`src/rtl/cfg_chain_pkg.sv`:
```
// Shared types and elaboration helpers for the configuration-chain loader.
// Chain geometry is derived here so every file agrees on length and word count.
package cfg_chain_pkg;

    typedef enum logic [1:0] {
        ST_IDLE = 2'd0,
        ST_WR   = 2'd1,
        ST_RD   = 2'd2,
        ST_FIN  = 2'd3
    } chain_state_e;

    localparam logic MODE_WR = 1'b0;
    localparam logic MODE_RD = 1'b1;

    function automatic int chain_len(input int num_cells, input int cell_bits);
        return num_cells * cell_bits;
    endfunction

    function automatic int chain_nwords(input int len, input int word_w);
        return (word_w > 0) ? (len / word_w) : 0;
    endfunction

    // Words need at least two bits so the shift slices stay legal.
    function automatic bit chain_cfg_ok(input int len, input int word_w);
        return (word_w >= 2) && (len > 0) && ((len % word_w) == 0);
    endfunction

endpackage

```
`src/rtl/cfg_word_serdes.sv`:
```
// One word-wide shift register used both to serialise write words onto the
// chain and to assemble readback words from it, in either bit order.
module cfg_word_serdes
    import cfg_chain_pkg::*;
#(
    parameter int WORD_W    = 8,
    parameter bit MSB_FIRST = 1'b0,
    parameter int BCW       = 3
) (
    input  logic              clk,
    input  logic              rst,
    input  logic              clr,
    input  logic              load,
    input  logic [WORD_W-1:0] load_data,
    input  logic              shift,
    input  logic              ser_in,
    input  logic [BCW-1:0]    bit_cnt,
    output logic              ser_out,
    output logic [WORD_W-1:0] par_next,
    output logic              last_bit
);

    localparam logic [BCW-1:0] BIT_LAST = BCW'(WORD_W - 1);

    logic [WORD_W-1:0] sr_q;
    logic [WORD_W-1:0] shifted;

    // The same shift direction serves both jobs: the first bit out is the
    // first bit in, so a captured word lands in the same order it was written.
    always_comb begin
        shifted = sr_q;
        if (MSB_FIRST) begin
            shifted = {sr_q[WORD_W-2:0], ser_in};
        end else begin
            shifted = {ser_in, sr_q[WORD_W-1:1]};
        end
    end

    assign ser_out  = MSB_FIRST ? sr_q[WORD_W-1] : sr_q[0];
    assign par_next = shifted;
    assign last_bit = shift && (bit_cnt == BIT_LAST);

    // A load coinciding with the final shift of the previous word wins,
    // which is what lets back-to-back words stream without a bubble.
    always_ff @(posedge clk) begin
        if (rst || clr) begin
            sr_q <= '0;
        end else if (load) begin
            sr_q <= load_data;
        end else if (shift) begin
            sr_q <= shifted;
        end
    end

endmodule

```
`src/rtl/cfg_chain_loader.sv`:
```
// Head-of-row controller for a daisy-chained configuration row: streams write
// words onto the chain, or recirculates it non-destructively for readback.
module cfg_chain_loader
    import cfg_chain_pkg::*;
#(
    parameter int NUM_CELLS = 8,
    parameter int CELL_BITS = 32,
    parameter int WORD_W    = 8,
    parameter bit MSB_FIRST = 1'b0
) (
    input  logic              prog_clk,
    input  logic              prog_rst,
    input  logic              start,
    input  logic              mode,
    input  logic              abort,
    input  logic [WORD_W-1:0] s_data,
    input  logic              s_valid,
    output logic              s_ready,
    output logic [WORD_W-1:0] m_data,
    output logic              m_valid,
    input  logic              m_ready,
    output logic              chain_dout,
    output logic              chain_en,
    input  logic              chain_din,
    output logic              busy,
    output logic              done,
    output logic              aborted,
    output logic [1:0]        state_dbg
);

    localparam int CHAIN_LEN = chain_len(NUM_CELLS, CELL_BITS);
    localparam int NWORDS    = chain_nwords(CHAIN_LEN, WORD_W);
    localparam int BCW       = (WORD_W > 1) ? $clog2(WORD_W) : 1;
    localparam int WCW       = (NWORDS > 0) ? $clog2(NWORDS + 1) : 1;
    localparam logic [BCW-1:0] BIT_LAST  = BCW'(WORD_W - 1);
    localparam logic [WCW-1:0] WORDS_ALL = WCW'(NWORDS);

    if (!chain_cfg_ok(CHAIN_LEN, WORD_W)) begin : g_cfg_check
        $error("cfg_chain_loader: NUM_CELLS*CELL_BITS must be a non-zero multiple of WORD_W, WORD_W >= 2");
    end

    chain_state_e      state_q, state_d;
    logic [BCW-1:0]    bit_cnt_q;
    logic [WCW-1:0]    word_cnt_q;
    logic              full_q;
    logic [WORD_W-1:0] m_data_q;
    logic              m_valid_q;
    logic              aborted_q;

    logic              in_wr, in_rd, op_start, op_abort;
    logic              words_left, bit_at_last;
    logic              s_ready_c, chain_en_c, wr_accept;
    logic              word_end, wr_finish, rd_finish;
    logic              ser_out, ser_in;
    logic [WORD_W-1:0] par_next;

    assign in_wr       = (state_q == ST_WR);
    assign in_rd       = (state_q == ST_RD);
    assign op_start    = (state_q == ST_IDLE) && start;
    assign op_abort    = (in_wr || in_rd) && abort;
    assign words_left  = (word_cnt_q != WORDS_ALL);
    assign bit_at_last = (bit_cnt_q == BIT_LAST);

    // Both streams use strict valid/ready: a word moves on a cycle where valid
    // and ready are both high; valid never waits on ready, and the sender holds
    // data stable while valid is high and ready is low.
    assign s_ready_c  = in_wr && !abort && words_left && (!full_q || bit_at_last);
    assign wr_accept  = s_valid && s_ready_c;

    always_comb begin
        chain_en_c = 1'b0;
        if (in_wr) begin
            chain_en_c = full_q && !abort;
        end else if (in_rd) begin
            chain_en_c = !abort && words_left && !(m_valid_q && !m_ready);
        end
    end

    assign wr_finish = in_wr && word_end && !words_left;
    assign rd_finish = in_rd && !abort && !words_left && m_valid_q && m_ready;
    assign ser_in    = in_rd ? chain_din : 1'b0;

    cfg_word_serdes #(
        .WORD_W    (WORD_W),
        .MSB_FIRST (MSB_FIRST),
        .BCW       (BCW)
    ) u_serdes (
        .clk       (prog_clk),
        .rst       (prog_rst),
        .clr       (op_start || op_abort),
        .load      (wr_accept),
        .load_data (s_data),
        .shift     (chain_en_c),
        .ser_in    (ser_in),
        .bit_cnt   (bit_cnt_q),
        .ser_out   (ser_out),
        .par_next  (par_next),
        .last_bit  (word_end)
    );

    always_comb begin
        state_d = state_q;
        unique case (state_q)
            ST_IDLE: begin
                if (start) begin
                    state_d = (mode == MODE_WR) ? ST_WR : ST_RD;
                end
            end
            ST_WR: begin
                if (abort) begin
                    state_d = ST_IDLE;
                end else if (wr_finish) begin
                    state_d = ST_FIN;
                end
            end
            ST_RD: begin
                if (abort) begin
                    state_d = ST_IDLE;
                end else if (rd_finish) begin
                    state_d = ST_FIN;
                end
            end
            ST_FIN:  state_d = ST_IDLE;
            default: state_d = ST_IDLE;
        endcase
    end

    always_ff @(posedge prog_clk) begin
        if (prog_rst) begin
            state_q    <= ST_IDLE;
            bit_cnt_q  <= '0;
            word_cnt_q <= '0;
            full_q     <= 1'b0;
            m_data_q   <= '0;
            m_valid_q  <= 1'b0;
            aborted_q  <= 1'b0;
        end else begin
            state_q   <= state_d;
            aborted_q <= op_abort;
            if (op_start || op_abort) begin
                bit_cnt_q  <= '0;
                word_cnt_q <= '0;
                full_q     <= 1'b0;
                m_valid_q  <= 1'b0;
            end else begin
                if (chain_en_c) begin
                    bit_cnt_q <= bit_at_last ? '0 : bit_cnt_q + BCW'(1);
                end
                if (in_wr) begin
                    if (wr_accept) begin
                        full_q     <= 1'b1;
                        word_cnt_q <= word_cnt_q + WCW'(1);
                    end else if (word_end) begin
                        full_q <= 1'b0;
                    end
                end
                // A completed capture may replace a word being consumed this cycle.
                if (in_rd) begin
                    if (word_end) begin
                        m_data_q   <= par_next;
                        m_valid_q  <= 1'b1;
                        word_cnt_q <= word_cnt_q + WCW'(1);
                    end else if (m_valid_q && m_ready) begin
                        m_valid_q <= 1'b0;
                    end
                end
            end
        end
    end

    assign s_ready    = s_ready_c;
    assign chain_en   = chain_en_c;
    assign chain_dout = in_wr ? ser_out : (in_rd ? chain_din : 1'b0);
    assign m_data     = m_data_q;
    assign m_valid    = m_valid_q;
    assign busy       = in_wr || in_rd;
    assign done       = (state_q == ST_FIN);
    assign aborted    = aborted_q;
    assign state_dbg  = state_q;

endmodule

```
`config.mk`:
```
export PLATFORM = sky130hd
export DESIGN_NAME = cfg_chain_loader
export DESIGN_NICKNAME = d
export VERILOG_FILES = /design/src/rtl/cfg_chain_pkg.sv /design/src/rtl/cfg_word_serdes.sv /design/src/rtl/cfg_chain_loader.sv
export SDC_FILE = /design/constraint.sdc
export NUM_CORES = 1
export LEC_CHECK = 0
export CAP_MARGIN = 15
export CORE_ASPECT_RATIO = 1.2
export CORE_MARGIN = 4
export CORE_UTILIZATION = 45
export CTS_BUF_LIST = sky130_fd_sc_hd__clkbuf_2 sky130_fd_sc_hd__clkbuf_4 sky130_fd_sc_hd__clkbuf_8
export DETAILED_ROUTE_END_ITERATION = 8
export PLACE_DENSITY = 0.82
export SLEW_MARGIN = 10
export SYNTH_ARGS = -nofsm -noshare
export SYNTH_HDL_FRONTEND = slang
export SYNTH_SLANG_ARGS = --single-unit
```
`constraint.sdc`:
```
create_clock -name prog_clk -period 4.5 [get_ports prog_clk]
set_input_delay 0.45 -clock prog_clk [delete_from_list [all_inputs] [get_ports prog_clk]]
set_output_delay 0.45 -clock prog_clk [all_outputs]
set_load 0.02 [all_outputs]
```
After elaboration in Yosys (flattened, before gate mapping)
Cells that the tools add are included.
W data, S select, Z words.
{ "totals": {"in_bits": 16, "word_cells": 77, "register_bits": 30, "out_inout_bits": 17} }
{ "op_classes": {"n_eq_ne": 8, "n_addsub": 2, "reduce_logical": 36, "n_mux": 22, "n_bitwise": 1} }
{ "ops": {"columns": ["operator", "n"], "rows": [
  ["$mux W6", 4],
  ["$logic_and A1 B1 Y1", 18],
  ["$mux W8", 2],
  ["$mux W2", 6],
  ["$mux W1", 8],
  ["$pmux W2 S4", 1],
  ["$add A6 B1 Y6 const B", 1],
  ["$ne A3 B2 Y1 const B", 2],
  ["$ne A6 B6 Y1 const B", 1],
  ["$reduce_and A3 Y1", 2],
  ["$reduce_bool A2 Y1", 3],
  ["$logic_not A1 Y1", 5],
  ["$eq A2 B2 Y1 const B", 2],
  ["$logic_or A1 B1 Y1", 4],
  ["$reduce_and A2 Y1", 2],
  ["$add A3 B1 Y3 const B", 1],
  ["$eq A3 B3 Y1 const B", 1],
  ["$mux W3", 1],
  ["$eq A2 B1 Y1 const B", 1],
  ["$logic_not A2 Y1", 1],
  ["$ne A2 B2 Y1 const B", 1],
  ["$reduce_or A2 Y1", 1],
  ["$not A1 Y1", 1]
]} }

Longest topological paths before layout
{ "logic_depth": {"word_depth": 12, "depth_mapped": 8, "mapped_depth_nobuf": 7} }

Hierarchy
Synthesis repeated with hierarchy kept, for this count alone.
{ "unflattened": {"hier_cells": 166, "hier_area_um2": 1585.3} }
{ "modules_own_cells": {"columns": ["mod", "n_inst", "seq_area_each_um2", "cells_per_inst", "area_each_um2"], "rows": [
  ["cfg_chain_loader", 1, 440.4, 129, 1127.3],
  ["cfg_word_serdes", 1, 160.2, 37, 457.9]
]} }

Least setup slack after synthesis
No wires, ideal clock.
{ "synth_timing": {"path_kind": "flip-flop to flip-flop", "start": "reg state_q[0], in the netlist state_dbg[0]", "end": "reg word_cnt_q[4]", "stages_incl_launch_ff": 9, "slack_ns": 2.195, "t_arrival_ns": 2.246, "n_path_buf": 1, "t_required_ns": 4.441, "period_less_slack_ns": 2.305, "setup_time_ns": 0.059, "cell_sequence": "dfxtp_1 > inv_1 > ha_1 > nand2_1 > nand2_1 > or2_2 > buf_2 > or4_1 > nand2_1"} }
{ "synth_via": {"word_cells_on_any_way": 19, "classes_between": "eq/ne: 2; mux: 6; reduce/logical: 11"} }
{ "synth_rtl": {"columns": ["item", "line", "text"], "rows": [
  ["start: declaration", "cfg_chain_loader.sv:42", "chain_state_e state_q, state_d;"],
  ["start signal: assignment", "cfg_chain_loader.sv:138", "state_q <= state_d;"],
  ["$eq A2 B1 Y1 or $eq A2 B2 Y1 (tied branches)", "cfg_chain_loader.sv:57, cfg_chain_loader.sv:58", null],
  ["$logic_or A1 B1 Y1 *", null, null],
  ["net busy", "cfg_chain_loader.sv:25", "output logic busy,"],
  ["$logic_and A1 B1 Y1 *", "cfg_chain_loader.sv:60", "assign op_abort = (in_wr || in_rd) && abort;"],
  ["$logic_or A1 B1 Y1 *", "cfg_chain_loader.sv:140", "if (op_start || op_abort) begin"],
  ["$reduce_or A2 Y1 (no source line) *", null, null],
  ["end signal: assignment", "cfg_chain_loader.sv:152", "word_cnt_q <= word_cnt_q + WCW'(1);"],
  ["end signal: assignment", "cfg_chain_loader.sv:162", "word_cnt_q <= word_cnt_q + WCW'(1);"],
  ["end: declaration", "cfg_chain_loader.sv:44", "logic [WCW-1:0] word_cnt_q;"]
]} }
Mark *: on every way through the listed nets, which the timed path passes. The rest lies on a longest branch.
A chain may end at the register's enable or synchronous reset.

Worst setup path after layout
{ "layout_timing": {"start": "reg word_cnt_q[0]", "end": "out chain_en"} }
{ "layout_via": {"elab_chain_len": 5} }
{ "layout_rtl": {"columns": ["item", "line", "text"], "rows": [
  ["$ne A6 B6 Y1", "cfg_chain_loader.sv:61", "assign words_left = (word_cnt_q != WORDS_ALL);"],
  ["$logic_and A1 B1 Y1 (2 in series)", "cfg_chain_loader.sv:75", "chain_en_c = !abort && words_left && !(m_valid_q && !m_ready);"],
  ["$mux W1", "cfg_chain_loader.sv:74", "end else if (in_rd) begin"],
  ["$mux W1", "cfg_chain_loader.sv:72", "if (in_wr) begin"],
  ["end: declaration", "cfg_chain_loader.sv:23", "output logic chain_en,"]
]} }
No other way between the ends.

==> qor.yml <==
status: "finished clean"
clock_skew_ns: 0.00514
slew_violations: 0
fin_util_pct: 60.0
cp-start-kind: "register"
ir_drop_mv: 0.298
slew_headroom_pct: 61.4
syn_area_sq_um: 1630
crit_fanout: 15
grt_pass1_vias: 1282
wl_um: 3280
cts_hold_buf: 0
start_util_pct: 47.5
endpoint_kind: "output port"
die_area_sq_um: 4650
gp_congestion: 0.825
seqPwrFrac_pct: 38.1
overflow: 0
grt_pass1_wl_um: 5700
drt_first_pass_iters: 4
grt_antenna_before_repair: 0
ys_ff_latch: 30
setup_viol: 0
ctsLongestPathBuffers: 2
numCtsBuffers: 5
holdCritPathClass: "reg2reg"
cp.arrival_ns: 2.62
final_cell_mix: "clkdlybuf4s50_1, dfxtp_1, nand2b_1, nand2_1, mux2i_1"
wire_per_inst_um: 13.4
switchingPower_w: 0.000262
cp.required_ns: 4.05
core-area_sq_um: 3420
clk_pin_slew_worst_paths_ns: 0.07
grt_max_degree: 23
dr.first_iter.drc_count: 43
hold_violations: 0
crit_path_start: "word_cnt_q[0]"
intPower_w: 0.000510
synth_edf_count: 0
drv_cap: 0
io_buffers: 32
async_reset_ff_share_pct: 0
h-tree-depth: 2
cts_setup_buffers: 0
cts-root-buf: "clkbuf_8"
cts_tree: "built"
synthesis.instances: 173
fmax_mhz: 326
vias: 1318
synth_ff_type: "dfxtp_1"
synth_seq_area_share_pct: 36.9
synth_area_per_cell_sq_um: 9.41
leakage_nw: 0.787
yosys_warnings: 0
cts_sinks: 30
num-fill-cells: 322
grtUsageTotal_pct: 16.0
power_density_nw_per_um2: 376
ant_nets: 0
io_pins: 33
synth_cell_types: 39
die_w_um: 62.9
area_delta_synth_final_pct: 26.2
dp.cells: 237
rsz0062_at_grt: "no"
worst_pin_slew_ns: 0.578
min_from: "m_data[3]"
insertion_delay_ns: 0.28
drive_above_1_share_pct: 9.62
power_w: 0.000772
die_height_um: 73.9
rows: 23
cts_resized: 0
period_minus_slack_ns: 3.07
period_share_pct: 68.1
tns_ns: 0
final_common_cell: "clkdlybuf4s50_1"
drc: 0
n_antenna_cell: 0
dpl.hpwl_um: 2420
netSwitchingFraction_pct: 33.9
p_comb_share_pct: 32.3
r2r_start: "state_dbg[1]"
final_cells: 245
setup.worst_path.class: "reg2out"
clockPowerShare_pct: 29.6
synth_fp_nets: 198
final_net_count: 232
vias_per_cell: 5.38
per-stage QoR:
| step | instance area, sq um | setup slack (ns) | hold WS (ns) |
|---|---|---|---|
| 2_1_floorplan | 1630 | 2.20 | 0.449 |
| 3_3_place_gp | 1960 | 1.58 | 0.464 |
| 3_5_place_dp | 1960 | 1.57 | 0.468 |
| 4_1_cts | 2050 | 1.42 | 0.479 |
| 5_1_grt | 2050 | 1.16 | 0.500 |
| 6_report | 2050 | 1.43 | 0.474 |
sequential cells by signal, summed over array words and instances, names as in the netlist:
register       flops
m_data             8
u_serdes.sr_q      8
word_cnt_q         6
bit_cnt_q          3
state_dbg          2
aborted            1
full_q             1
m_valid            1
cell families after synthesis:
logic type               share of synthesized area [%]
buffers and inverters                             3.77
AO/OA/AOI/OAI                                     14.9
flip-flops                                        36.9
multiplexers                                      11.8
adder cells (fa/ha/maj)                           6.92
AND/OR/NAND/NOR                                   25.7
cells in the mapped netlist (2+ instances only):
cell type,n,area (sq um)
and3_1,4,25.0
and2_1,2,12.5
inv_1,7,26.3
nor2_1,7,26.3
a211oi_2,2,25.0
dfxtp_1,30,601
nand4_1,2,12.5
o21ai_0,5,25.0
mux2i_1,18,180
nor3_1,3,15.0
ha_1,9,113
a21oi_1,5,25.0
buf_6,2,22.5
or4_1,2,15.0
nand3_1,2,10.0
nand2_1,19,71.3
o211ai_1,2,15.0
o2bb2ai_1,9,78.8
clkbuf_1,2,7.51
or3_1,3,18.8
nand2b_1,20,125
worst paths after layout:
check                                  to  slack (ns)  cells after the start
worst min-delay path            m_data[3]        0.47                      2
worst max register to register  m_data[2]        2.23                      6
worst min register to register  m_data[3]        0.47                      2
worst max-delay path             chain_en        1.43                      7
worst max-delay path, cell delays in order (launching register included):
cell	delay (ns)
dfxtp_1	0.34
inv_1	0.09
ha_1	0.14
nor3b_1	0.25
nand2_1	0.25
a22oi_4	0.52
inv_1	0.17
clkdlybuf4s50_1	0.58
final cells by class:
class / count / area [sq um] / area share (%)
multi-input cells: 131 / 966 / 47.0
flip-flops and latches: 30 / 601 / 29.2
repair buffers: 32 / 320 / 15.6
clock buffers: 6 / 82.6 / 4.02
well taps: 37 / 46.3 / 2.25
inverters: 7 / 26.3 / 1.28
clock inverters: 2 / 12.5 / 0.609
power groups by stage:
stage	clock network [W]	registers, W	logic, W
global route	0.000247	0.000296	0.000278
floorplan	0	0.000308	0.000164
finish	0.000229	0.000294	0.000249
CTS	0.000237	0.000294	0.000252
detailed placement	0	0.000300	0.000250
global placement	0	0.000299	0.000249
metal layers:
metal	up-vias	global-route usage [%]	part of all wire, %
li1	682	-	-
met5	-	0	0
met3	6	5.35	4.3
met1	606	18.0	46
met4	0	9.31	2.3
met2	24	26.5	47
Note: power is estimated with default switching activity, not from simulation.
